===== src/rtl/capacitor_charge_discharge_stage_pkg.sv =====
// discrete_pkg: shared types, widths and the RC alpha helper for the discrete analog stages.
package discrete_pkg;

    localparam int ALPHA_W = 16;

    typedef enum logic [1:0] {IDLE, MULT, UPDATE} cap_state_t;

    // alpha = 2^32*1e6 / (2^16*1e6 + R*C_16*fs), clamped to [1, 65535]
    function automatic logic [ALPHA_W-1:0] calc_rc_alpha(
        input longint unsigned r,
        input longint unsigned c_16,
        input longint unsigned sample_rate
    );
        longint unsigned q;
        q = (64'd4294967296 * 64'd1000000) / (64'd65536 * 64'd1000000 + r * c_16 * sample_rate);
        return (q == 64'd0) ? 16'd1 : (q > 64'd65535) ? 16'hffff : q[15:0];
    endfunction

endpackage


===== src/rtl/capacitor_charge_discharge_stage_if.sv =====
// capacitor_charge_discharge_stage_if: sample strobe, input voltage and shaped capacitor voltage.
interface capacitor_charge_discharge_stage_if;
    logic               audio_clk_en;
    logic signed [15:0] in;
    logic signed [15:0] out;
    logic               charging;

    modport master(output audio_clk_en, output in, input out, input charging);
    modport slave(input audio_clk_en, input in, output out, output charging);
endinterface


===== src/rtl/capacitor_charge_discharge_stage_serial_shift_add_multiplier.sv =====
// serial_shift_add_multiplier: 17-bit signed x 16-bit unsigned product, one partial product per cycle.
import discrete_pkg::*;

module serial_shift_add_multiplier (
    input  logic                      clk,
    input  logic                      reset,
    input  logic                      start,
    input  logic signed [16:0]        a,
    input  logic        [ALPHA_W-1:0] b,
    output logic signed [33:0]        acc,
    output logic                      done
);
    logic signed [16:0]        a_q;
    logic        [ALPHA_W-1:0] b_q;
    logic        [3:0]         k;
    logic                      busy;

    always_ff @(posedge clk or posedge reset) begin
        if (reset) begin
            a_q  <= '0;
            b_q  <= '0;
            acc  <= '0;
            k    <= '0;
            busy <= 1'b0;
            done <= 1'b0;
        end else begin
            done <= 1'b0;
            if (start) begin
                a_q  <= a;
                b_q  <= b;
                acc  <= '0;
                k    <= '0;
                busy <= 1'b1;
            end else if (busy) begin
                if (b_q[k])
                    acc <= acc + (34'(a_q) <<< k);
                k <= k + 4'd1;
                if (k == 4'd15) begin
                    busy <= 1'b0;
                    done <= 1'b1;
                end
            end
        end
    end
endmodule


===== src/rtl/capacitor_charge_discharge_stage.sv =====
// capacitor_charge_discharge_stage: per-sample RC approach of out toward in with separate charge/discharge alpha.
// Define CAP_STAGE_SNAP_EN to force a +/-1 step when the rounded step is zero, so out converges exactly.
import discrete_pkg::*;

module capacitor_charge_discharge_stage #(
    parameter int CLOCK_RATE               = 50000000,
    parameter int SAMPLE_RATE              = 48000,
    parameter int R_CHARGE                 = 1000,
    parameter int R_DISCHARGE              = 10000,
    parameter int C_MICROFARADS_16_SHIFTED = 655360
) (
    input logic clk,
    input logic reset,
    capacitor_charge_discharge_stage_if.slave bus
);
    localparam logic [ALPHA_W-1:0] ALPHA_CHARGE    = calc_rc_alpha(R_CHARGE, C_MICROFARADS_16_SHIFTED, SAMPLE_RATE);
    localparam logic [ALPHA_W-1:0] ALPHA_DISCHARGE = calc_rc_alpha(R_DISCHARGE, C_MICROFARADS_16_SHIFTED, SAMPLE_RATE);

    if (CLOCK_RATE / SAMPLE_RATE < 20) begin : g_rate_check
        $error("CLOCK_RATE/SAMPLE_RATE must be at least 20");
    end

    cap_state_t                state, state_nx;
    logic                      armed, pending, charging_q, strobe, start, done;
    logic signed [15:0]        in_q, out_q, src, base, out_upd;
    logic signed [16:0]        diff_q, diff_nx;
    logic signed [17:0]        step_raw, step;
    logic signed [33:0]        acc;
    logic        [ALPHA_W-1:0] alpha_nx;

    // armed blocks a strobe arriving on the first edge after reset release
    assign strobe   = bus.audio_clk_en & armed;
    assign step_raw = 18'((acc + 34'sd32768) >>> 16);
`ifdef CAP_STAGE_SNAP_EN
    assign step     = (step_raw == 18'sd0 && diff_q != 17'sd0) ? (diff_q[16] ? -18'sd1 : 18'sd1) : step_raw;
`else
    assign step     = step_raw;
`endif
    assign out_upd  = 16'(out_q + step);
    assign diff_nx  = 17'(src) - 17'(base);
    assign alpha_nx = (diff_nx > 17'sd0) ? ALPHA_CHARGE : ALPHA_DISCHARGE;

    // a queued request is chained from UPDATE against the freshly updated out
    always_comb begin
        start    = (state == IDLE) ? strobe : (state == UPDATE) ? (pending | strobe) : 1'b0;
        src      = (state == UPDATE && !strobe) ? in_q : bus.in;
        base     = (state == UPDATE) ? out_upd : out_q;
        state_nx = start ? MULT : (state == MULT) ? (done ? UPDATE : MULT) : IDLE;
    end

    always_ff @(posedge clk or posedge reset) begin
        if (reset)
            state <= IDLE;
        else
            state <= state_nx;
    end

    always_ff @(posedge clk or posedge reset) begin
        if (reset) begin
            armed      <= 1'b0;
            pending    <= 1'b0;
            in_q       <= '0;
            out_q      <= '0;
            diff_q     <= '0;
            charging_q <= 1'b0;
        end else begin
            armed   <= 1'b1;
            pending <= (state == MULT) & (pending | strobe);
            if (strobe)
                in_q <= bus.in;
            if (start)
                diff_q <= diff_nx;
            if (state == UPDATE) begin
                out_q      <= out_upd;
                charging_q <= diff_q > 17'sd0;
            end
        end
    end

    serial_shift_add_multiplier u_mult (
        .clk   (clk),
        .reset (reset),
        .start (start),
        .a     (diff_nx),
        .b     (alpha_nx),
        .acc   (acc),
        .done  (done)
    );

    assign bus.out      = out_q;
    assign bus.charging = charging_q;
endmodule


===== src/flat_wrapper.sv =====
// flat-port wrapper written by rule: the top's interface ports become plain ports
module capacitor_charge_discharge_stage_flat 
#(
    parameter int CLOCK_RATE               = 50000000,
    parameter int SAMPLE_RATE              = 48000,
    parameter int R_CHARGE                 = 1000,
    parameter int R_DISCHARGE              = 10000,
    parameter int C_MICROFARADS_16_SHIFTED = 655360
)
  (clk, reset, bus_audio_clk_en, bus_in, bus_out, bus_charging);
  capacitor_charge_discharge_stage_if bus_i ();
  input logic clk;
  input logic reset;
  input wire logic [$bits(bus_i.audio_clk_en)-1:0] bus_audio_clk_en;
  input wire logic [$bits(bus_i.in)-1:0] bus_in;
  output wire logic [$bits(bus_i.out)-1:0] bus_out;
  output wire logic [$bits(bus_i.charging)-1:0] bus_charging;
  assign bus_i.audio_clk_en = bus_audio_clk_en;
  assign bus_i.in = bus_in;
  assign bus_out = bus_i.out;
  assign bus_charging = bus_i.charging;
  capacitor_charge_discharge_stage #(.CLOCK_RATE(CLOCK_RATE), .SAMPLE_RATE(SAMPLE_RATE), .R_CHARGE(R_CHARGE), .R_DISCHARGE(R_DISCHARGE), .C_MICROFARADS_16_SHIFTED(C_MICROFARADS_16_SHIFTED)) u_core (.clk(clk), .reset(reset), .bus(bus_i));
endmodule

===== config.mk =====
export PLATFORM = sky130hd
export DESIGN_NAME = capacitor_charge_discharge_stage_flat
export DESIGN_NICKNAME = d
export VERILOG_FILES = /design/src/rtl/capacitor_charge_discharge_stage_pkg.sv /design/src/rtl/capacitor_charge_discharge_stage_if.sv /design/src/rtl/capacitor_charge_discharge_stage_serial_shift_add_multiplier.sv /design/src/rtl/capacitor_charge_discharge_stage.sv /design/src/flat_wrapper.sv
export SDC_FILE = /design/constraint.sdc
export NUM_CORES = 1
export LEC_CHECK = 0
export ABC_AREA = 1
export ABC_CLOCK_PERIOD_IN_PS = 5600
export CORE_AREA = 2 2 154 156
export DETAILED_ROUTE_END_ITERATION = 6
export DIE_AREA = 0 0 156 158
export SYNTH_ARGS = -nofsm -noshare
export SYNTH_HDL_FRONTEND = slang
export SYNTH_HIERARCHICAL = 1
export SYNTH_SLANG_ARGS = --single-unit
export TNS_END_PERCENT = 50

===== constraint.sdc =====
create_clock -name clk -period 5.6 [get_ports clk]
set_input_delay 0.56 -clock clk [delete_from_list [all_inputs] [get_ports clk]]
set_output_delay 0.56 -clock clk [all_outputs]
set_load 0.01 [all_outputs]

==> flow_metrics.tcl <==
set metrics [dict create \
    status "complete, no violations" \
    multiInputGateArea_um2 6420 \
    finalNonFillerCells 1982 \
    setup.worst_path.class "flip-flop to flip-flop" \
    clkLatencyLatePin_ps 430 \
    start_util 0.462 \
    period_share 0.827 \
    drive_gt1_frac 0.0691 \
    fin_ws_ps 967 \
    rsz0062_at_grt "false" \
    setup_viol 0 \
    whs_ps 456 \
    slowest_stage "dfrtp_1" \
    die_h_um 158 \
    area_delta_synth_final_pct 10.9 \
    hold_class "flip-flop to flip-flop" \
    dr.pass1.iters 5 \
    fin_nets 1764 \
    path_clk_slew_ps 70 \
    drt-total-wl_mm 29.9 \
    cts_setup_buffers 0 \
    relSlewSlack 0.277 \
    drt-wirelength-per-cell_um 15.1 \
    cts-root-buf "clkbuf_16" \
    reg2reg_depth 31 \
    syn_inst 1655 \
    fillers 2353 \
    grt_pass1_wl_mm 48.8 \
    seq_area_um2 3130 \
    die_w_um 156 \
    slew_viol_final 0 \
    placed_cells 1950 \
    ys_warn_count 6 \
    syn_area_um2 10700 \
    cts_max_path_buffers 2 \
    cts_resized 0 \
    path_common_cell "nand2_1" \
    dieArea_um2 24600 \
    gr-total-overflow 0 \
    gp_congestion 0.927 \
    cp.required_ps 5870 \
    ff2ff_setup_slack_ps 970 \
    worstMarginPinSlew_ps 1080 \
    row_count 56 \
    core_region_area_um2 23100 \
    grt_pass1_vias 9540 \
    htree_levels 4 \
    holdBufCountCts 0 \
    clock-sinks 125 \
    holdPathStages 1 \
    setup_tns_ps 0 \
    period_minus_slack_ps 4630 \
    antenna_found_initial 0 \
    drv_cap 0 \
    dp_slack_ps 960 \
    drc_errors 0 \
    clock_skew_ps 19.5 \
    grt_max_degree 76 \
    end_kind "flip-flop" \
    dr_total_vias 10000 \
    syn-mean-instance-area_um2 6.44 \
    arrival_ps 4900 \
    grt_use_total 0.251 \
    hold_path_end "u_core/state[0]" \
    max_clock_freq_mhz 216 \
    r2r-start "u_core/u_mult/acc[15]" \
    ant_nets 0 \
    worst-path-max-fanout 6 \
    max_stage_delay_ps 400 \
    cp-start-kind "flip-flop" \
    cts_inserted_buffers 17 \
    dpl.hpwl_mm 23.1 \
    ios 36 \
    n_antenna_cell 0 \
    via_per_inst 5.07 \
    cts_tree "built" \
    first_iter_violations 769 \
    min-delay-start "u_core/u_mult/done" \
    portBuffers 35 \
    hold_viol 0 \
    r2r_end "u_core/u_mult/b_q[7]" \
]
[layout by cell type (no fill, tap or decap), types with 26 or more instances in the layout]
cell type	n
o21ai_1	26
clkdlybuf4s50_1	35
nand3_1	140
o21ai_0	126
ha_1	63
inv_1	237
dfrtp_1	125
xor2_1	27
nor2_1	110
a21oi_1	65
nand2_1	536
[worst max-delay path: cells and delay by family, from the launching register on]
family	cells	cell delay [ps]
DFF	1	400
buffers and inverters	5	240
and+or+nand+nor	15	1790
AOI/OAI and AO/OA	5	710
adders and majority gates	3	880
xor gates and xnor gates	3	470
[how the worst max path moves through the flow]
stage / slack, ps / cells after the start / to / start
CTS: 930 / 31 / u_core/u_mult/b_q[7] / u_core/u_mult/acc[15]
global route: 450 / 31 / u_core/u_mult/b_q[7] / u_core/u_mult/acc[15]
floorplan: 1510 / 31 / u_core/u_mult/b_q[7] / u_core/u_mult/acc[15]
detailed placement: 960 / 31 / u_core/u_mult/b_q[7] / u_core/u_mult/acc[15]
finish: 970 / 31 / u_core/u_mult/b_q[7] / u_core/u_mult/acc[15]
global placement: 970 / 26 / u_core/u_mult/b_q[2] / u_core/u_mult/acc[17]
[state kept, by name, indices dropped and copies added (netlist names), 2 cells and up]
signal	flops
u_core/u_mult/acc	32
u_core/diff_q	17
u_core/u_mult/a_q	17
u_core/bus.out	16
u_core/in_q	16
u_core/u_mult/b_q	16
u_core/u_mult/k	4
u_core/state	2
[layout make-up]
type	instances	area share
Inverter	246	0.0781
Clock buffer	17	0.0360
Clock inverter	15	0.0142
Sequential cell	125	0.264
Timing Repair Buffer	42	0.0341
Tap cell	290	0.0307
Multi-Input combinational cell	1247	0.543
[metrics by stage]
step / utilization / cell area (µm²)
5_1_grt: 0.513 / 11800
6_report: 0.513 / 11800
3_5_place_dp: 0.487 / 11200
2_1_floorplan: - / 10700
4_1_cts: 0.513 / 11800
3_3_place_gp: 0.487 / 11200
[per-layer routing]
metal | routed length (µm) | global-route usage | vias to the layer above | share of wire
li1 | - | - | 5296 | -
met1 | 14500 | 0.339 | 4545 | 0.49
met2 | 13900 | 0.423 | 165 | 0.47
met3 | 835 | 0.0301 | 35 | 0.028
met4 | 582 | 0.0721 | 0 | 0.019
met5 | 0 | 0 | - | 0
Power is left out: the tool's default activity adds up to more than one toggle a clock period on the data nets, which glitch-free logic cannot reach.
